==> config.mk <==
export PLATFORM = sky130hd
export DESIGN_NAME = if_prefetch
export DESIGN_NICKNAME = d
export VERILOG_FILES = /design/src/rtl/if_prefetch.sv
export SDC_FILE = /design/constraint.sdc
export NUM_CORES = 1
export LEC_CHECK = 0
export ABC_AREA = 1
export BUFFER_PORTS_ARGS = -buffer_cell sky130_fd_sc_hd__buf_2
export CAP_MARGIN = 40
export CORE_ASPECT_RATIO = 0.6
export CORE_UTILIZATION = 40
export CTS_BUF_LIST = sky130_fd_sc_hd__clkbuf_16
export DETAILED_ROUTE_END_ITERATION = 10
export GPL_TIMING_DRIVEN = 0
export PLACE_DENSITY = 0.7
export SLEW_MARGIN = 25
export SYNTH_ARGS = -nofsm -noshare
export SYNTH_HDL_FRONTEND = slang
export SYNTH_SLANG_ARGS = --single-unit
==> constraint.sdc <==
create_clock -name clk -period 17.23 [get_ports clk]
set_input_delay 0.8615 -clock clk [delete_from_list [all_inputs] [get_ports clk]]
set_output_delay 0.8615 -clock clk [all_outputs]
set_load 0.03 [all_outputs]
==> src/rtl/if_prefetch.sv <==
// if_prefetch: in-order instruction prefetcher with credit-limited requests,
// redirect flush with stale-response discard, and a DEPTH-entry instruction FIFO.
module if_prefetch #(
    parameter int XLEN = 32,
    parameter int PC_WIDTH = 32,
    parameter int DEPTH = 4,
    parameter logic [PC_WIDTH-1:0] RESET_PC = '0
) (
    input  logic                clk,
    input  logic                rst,
    output logic                imem_req_o,
    output logic [PC_WIDTH-1:0] imem_addr_o,
    input  logic                imem_gnt_i,
    input  logic                imem_rvalid_i,
    input  logic [XLEN-1:0]     imem_rdata_i,
    input  logic                redirect_i,
    input  logic [PC_WIDTH-1:0] redirect_pc_i,
    input  logic                id_ready_i,
    output logic                if_valid_o,
    output logic [XLEN-1:0]     if_inst_o,
    output logic [PC_WIDTH-1:0] if_pc_o,
    output logic [PC_WIDTH-1:0] if_pcplus4_o
);
    localparam int AW = $clog2(DEPTH);
    localparam int CW = AW + 1;
    localparam logic [CW:0] DEPTH_C = (CW+1)'(DEPTH);

    logic [PC_WIDTH-1:0] fetch_pc, resp_pc;
    logic [CW-1:0]       outstanding, discard, count;
    logic [AW-1:0]       rd_ptr, wr_ptr;
    logic [XLEN-1:0]     mem_inst [DEPTH];
    logic [PC_WIDTH-1:0] mem_pc [DEPTH];
    logic                grant, push, drop, pop;

    // every in-flight request reserves a FIFO slot, so a push can never overflow
    assign imem_req_o   = ({1'b0, outstanding} + {1'b0, count} < DEPTH_C) && !redirect_i && !rst;
    assign imem_addr_o  = fetch_pc;
    assign grant        = imem_req_o && imem_gnt_i;
    assign push         = imem_rvalid_i && discard == '0 && !redirect_i;
    assign drop         = imem_rvalid_i && !push;
    assign if_valid_o   = count != '0;
    assign pop          = if_valid_o && id_ready_i && !redirect_i;
    assign if_inst_o    = mem_inst[rd_ptr];
    assign if_pc_o      = mem_pc[rd_ptr];
    assign if_pcplus4_o = if_pc_o + PC_WIDTH'(4);

    always_ff @(posedge clk or posedge rst) begin
        if (rst) begin
            fetch_pc    <= RESET_PC;
            resp_pc     <= RESET_PC;
            outstanding <= '0;
            discard     <= '0;
            count       <= '0;
            rd_ptr      <= '0;
            wr_ptr      <= '0;
            for (int i = 0; i < DEPTH; i++) begin
                mem_inst[i] <= '0;
                mem_pc[i]   <= RESET_PC;
            end
        end else begin
            outstanding <= outstanding + CW'(grant) - CW'(imem_rvalid_i);
            // a response landing in the redirect cycle is already stale, so it is not counted
            if (redirect_i) begin
                fetch_pc <= redirect_pc_i;
                resp_pc  <= redirect_pc_i;
                discard  <= outstanding - CW'(imem_rvalid_i);
                count    <= '0;
                wr_ptr   <= rd_ptr;
            end else begin
                if (grant) fetch_pc <= fetch_pc + PC_WIDTH'(4);
                if (push) begin
                    mem_inst[wr_ptr] <= imem_rdata_i;
                    mem_pc[wr_ptr]   <= resp_pc;
                    wr_ptr           <= wr_ptr + AW'(1);
                    resp_pc          <= resp_pc + PC_WIDTH'(4);
                end
                if (drop) discard <= discard - CW'(1);
                if (pop) rd_ptr <= rd_ptr + AW'(1);
                count <= count + CW'(push) - CW'(pop);
            end
        end
    end
endmodule

Yosys cells after proc, flatten, opt, wreduce, memory -nomap -nowiden

Cells that the tools add are included.

$add $sub $neg: 12
$mul: 0
Divide/modulo/power cells: 0
Order comparisons: 4
Equality and inequality tests: 0
Shift operators: 0
Multiplexer cells: 19
Bitwise operators: 3
Reduce and logical (&&, ||, !) cells: 19

Operators by type and width:

| cell                  | count |
|---|---|
| $mux 32               | 9 |
| $bwmux 128            | 2 |
| $bmux 32 s2           | 2 |
| $add 32x3->32 const B | 3 |
| $demux 32 s2          | 1 |
| $logic_and 1x1->1     | 9 |
| $mux 3                | 3 |
| $sub 3x1->3           | 3 |
| $add 3x1->3           | 2 |
| $ge 3x3->1 const B    | 2 |
| $not 2->3             | 2 |
| $reduce_bool 2->1     | 3 |
| $add 2x1->2 const B   | 2 |
| $add 3x3->4           | 1 |
| $lt 4x3->1 const B    | 1 |
| $mux 2                | 2 |
| $reduce_and 2->1      | 2 |
| $logic_not 1->1       | 3 |
| $logic_not 3->1       | 1 |
| $lt 3x1->1 const B    | 1 |
| $reduce_bool 3->1     | 1 |
| $sub 3x1->3 const B   | 1 |
| $not 1->1             | 1 |

Register bits after elaboration: 333
Bits in latches: 0
Bits in writable memories: 0
ROM bits: 0
Bits of input ports: 70
Output and inout bits: 130
Logic and storage cells: 72
Memories: 0

Longest topological paths before layout

Word-level depth: 7
Gate-level depth with buffers: 15
Mapped depth without buffers: 13

Least setup slack after synthesis

Ideal clock, no wire load.

Path kind: in2reg
Start: input redirect_i
End: register outstanding[2]
Setup time: 0.129 ns
Arrival time: 3.197 ns
Required time: 17.101 ns
Slack: 13.904 ns
Cell stages on the path: 11
Buffers on the path: 1
Cells stage by stage: or2_2 -> nor3_2 -> nand2_1 -> clkbuf_1 -> ha_1 -> inv_1 -> ha_1 -> inv_1 -> fa_1 -> xnor2_1 -> xor2_1

Word-level cells in the longest chain between the ends: 6

RTL lines:

| element                         | RTL line | source |
|---|---|---|
| start: declaration              | 16       | `input logic redirect_i,` |
| $logic_not 1->1                 | 36       | `assign imem_req_o = ({1'b0, outstanding} + {1'b0, count} < DEPTH_C) && !redirect_i && !rst;` |
| $logic_and 1x1->1 (2 in series) | 36       |  |
| named net imem_req_o            | 11       | `output logic imem_req_o,` |
| $logic_and 1x1->1               | 38       | `assign grant = imem_req_o && imem_gnt_i;` |
| $add 3x1->3                     | 61       | `outstanding <= outstanding + CW'(grant) - CW'(imem_rvalid_i);` |
| $sub 3x1->3                     | 61       |  |
| end signal: assignment          | 61       |  |
| end: declaration                | 29       | `logic [CW-1:0] outstanding, discard, count;` |

The timed path passes the listed nets, and every way through them passes these cells.
A chain may end at the register's enable or synchronous reset.

Final worst setup path

Start: register rd_ptr[1]
End: output if_pcplus4_o[16]

Word-level cells in the longest chain between the ends: 5

RTL lines:

| element                                     | RTL line | source |
|---|---|---|
| start: declaration                          | 30       | `logic [AW-1:0] rd_ptr, wr_ptr;` |
| start signal: assignment                    | 78       | `if (pop) rd_ptr <= rd_ptr + AW'(1);` |
| $not 2->3 (implied by the code)             | 44       | `assign if_pc_o = mem_pc[rd_ptr];` |
| $bmux 32 s2                                 | 44       |  |
| $mux 32 (implied by the code) (2 in series) | 44       |  |
| $add 32x3->32                               | 45       | `assign if_pcplus4_o = if_pc_o + PC_WIDTH'(4);` |
| end: declaration                            | 22       | `output logic [PC_WIDTH-1:0] if_pcplus4_o` |

No other way between the ends. The select of a mux whose other input is x is not followed.

==> reports/qor.csv <==
metric;value;unit
status;completed;
Worst setup SP type;flip-flop;
antenna diode count;0;
final antenna-violating net count;0;
Post-Route WL;62.3;mm
total CTS buffers;36;
max-cap viol count;0;
fin crit share;25.7;%
postcts setup bufs;0;
placed inst area;19200;sq um
worst skew pair latency;0.54;ns
first-pass GRT wire length;95.7;mm
CP max FO;10;
Initial DRT Pass Iterations;5;
cell taking the most area after synthesis;dfrtp_1;
CP required;16.37;ns
largest net degree at the start of global routing;103;
leakage power;10.1;nW
Die Width;272;um
die area;44500;sq um
syn_nets;2430;
fin area;20400;sq um
Setup Skew;0.0163;ns
Worst-Margin Slew;0.804;ns
routability cong.;0.975;
Post-synth EDFFs;0;
FMAX;225;MHz
Root Driver;clkbuf_16;
DR vias;17600;
Clock Path Buffers;3;
Total GRT Usage;27.9;%
FP Rows;58;
clk sinks;333;
predominant post-synthesis flop cell;dfrtp_1;
drc violations;0;
RSZ-0062 raised after global routing;false;
final hold viol count;0;
DR vias/cell;5.53;
grt ovf;0;
Syn. warnings;0;
post-DP HPWL;46.3;mm
initial antenna violation count;0;
CTS Hold Bufs;0;
Die H;164;um
cell area after synthesis;17400;sq um
Port-buffer cells;199;
PD cells;189;nW/um^2
post-synth top area share;47.8;%
Worst Hold Class;input pin to async pin;
Worst VDD drop;0.000118;V
vias in the first global route;16200;
Area Growth Syn to Fin;17.0;%
Netlist cell types;41;
Post-synth top cells;nand2_1 (796), o21ai_0 (361), dfrtp_1 (333);
most numerous cell in the Yosys netlist;nand2_1;
CP arrival;3.57;ns
final setup fails;0;
asr flop ratio synth;100;%
proportion of layout cells with a drive suffix above 1;12.3;%
Avg WL per Cell;19.6;um
Initial Util;41.1;%
Rel. slew slack;46.0;%
total power;3.86;mW
Post-Synthesis Cells;2341;
DRT iter0 DRCs;2236;
fin nets;2670;
Setup CP Type;flip-flop to output pin;
largest cells by area after synthesis;dfrtp_1 (48%), nand2_1 (17%), o21ai_0 (10%), nor2_1 (4.1%), inv_1 (3.9%);
Slew Viols, Final;0;
Final Core Density;48.1;%
CTS resizes;0;
CTS clk-pin slew, worst paths;0.07;ns
H-tree depth;2;
core footprint;42500;sq um
Final min period;4.44;ns
CTS tree;built;
register area share after synthesis;47.8;%
hold slack;0.394;ns
TNS Setup;0;ns
critical path capture point type;output pin;
Post-Syn Area per Cell;7.45;sq um
#FFs+latches synth;333;
I/O Pins;200;
-- worst paths after layout --
| kind | endpoint | slack [ns] | cells after the start | startpoint |
|---|---|---|---|---|
| setup / recovery | if_pcplus4_o[16] | 12.79 | 12 | rd_ptr[1] |
| hold / removal | outstanding[0] | 0.39 | 2 | rst |
| setup reg to reg | outstanding[2] | 14.03 | 12 | outstanding[2] |
| hold reg to reg | imem_addr_o[1] | 0.48 | 2 | imem_addr_o[1] |
| max in group asynchronous | mem_pc[20] | 15.15 | 5 | rst |
| min in group clk | imem_addr_o[1] | 0.48 | 2 | imem_addr_o[1] |
-- logic make-up (layout without fill, tap and decap cells) --
family | count (synthesis) | after routing | share of synthesized area (%)
compound gates | 453 | 453 | 13.8
xor+xnor | 40 | 40 | 2.01
fa+ha+maj | 19 | 19 | 1.45
buf+inv | 308 | 575 | 7.28
flops | 333 | 333 | 47.8
simple gates | 1188 | 1188 | 27.6
-- layer usage --
layer,wire [um],track usage (%),part of all wire (%)
met1,28700,43.1,46
met2,24900,37.8,40
met3,7200,7.16,12
met4,1490,7.51,2.4
met5,0,0,0
-- per-stage QoR --
step	instances	worst slack, ns
final	3178	12.79
after global routing	3178	12.66
after CTS	3178	12.91
after detailed placement	3113	13.48
after global placement	3110	3.49
after floorplan	2341	7.14
-- state kept, by name, summed over array words and instances (netlist names) --
register     cells
discard          3
outstanding      3
mem_pc         128
resp_pc         32
mem_inst       128
count            3
wr_ptr           2
rd_ptr           2
imem_addr_o     32
-- cells in the final DEF (no fill, tap or decap), drive strengths merged, types with 13 or more instances in the layout --
master	instances
clkbuf	128
o21ai	364
buf	232
a21oi	15
ha	17
nand4	19
nor3	23
o211ai	21
o22ai	34
dfrtp	333
clkinv	13
nand2	810
nor2	203
nand3	124
xor2	34
inv	195
-- where the power goes --
group / internal (mW) / total (mW) / switching [mW]
logic: 0.517 / 1.86 / 1.35
registers: 1.05 / 1.22 / 0.172
clock network: 0.440 / 0.778 / 0.337
-- critical path, stage by stage, from the launching register on --
cell and delay (ns):
dfrtp_1 0.41, inv_2 0.09, clkbuf_1 0.46, a21oi_1 0.07
o21ai_1 0.13, nand2_2 0.14, inv_2 0.13, ha_1 0.19
nand3_2 0.20, nor2_1 0.59, nand2_1 0.15, xor2_1 0.23
buf_2 0.24
-- cell type report --
class                   instances  area [sq um]
plain buffers                 121           566
clock buffers                  37           926
clock inverters                28           241
fillers                      4209         22100
inverters                     187           712
multi-input cells            1700          7830
flip-flops and latches        333          8330
well taps                     570           713
repair buffers                202          1080
(Power assumes the default switching activity.)
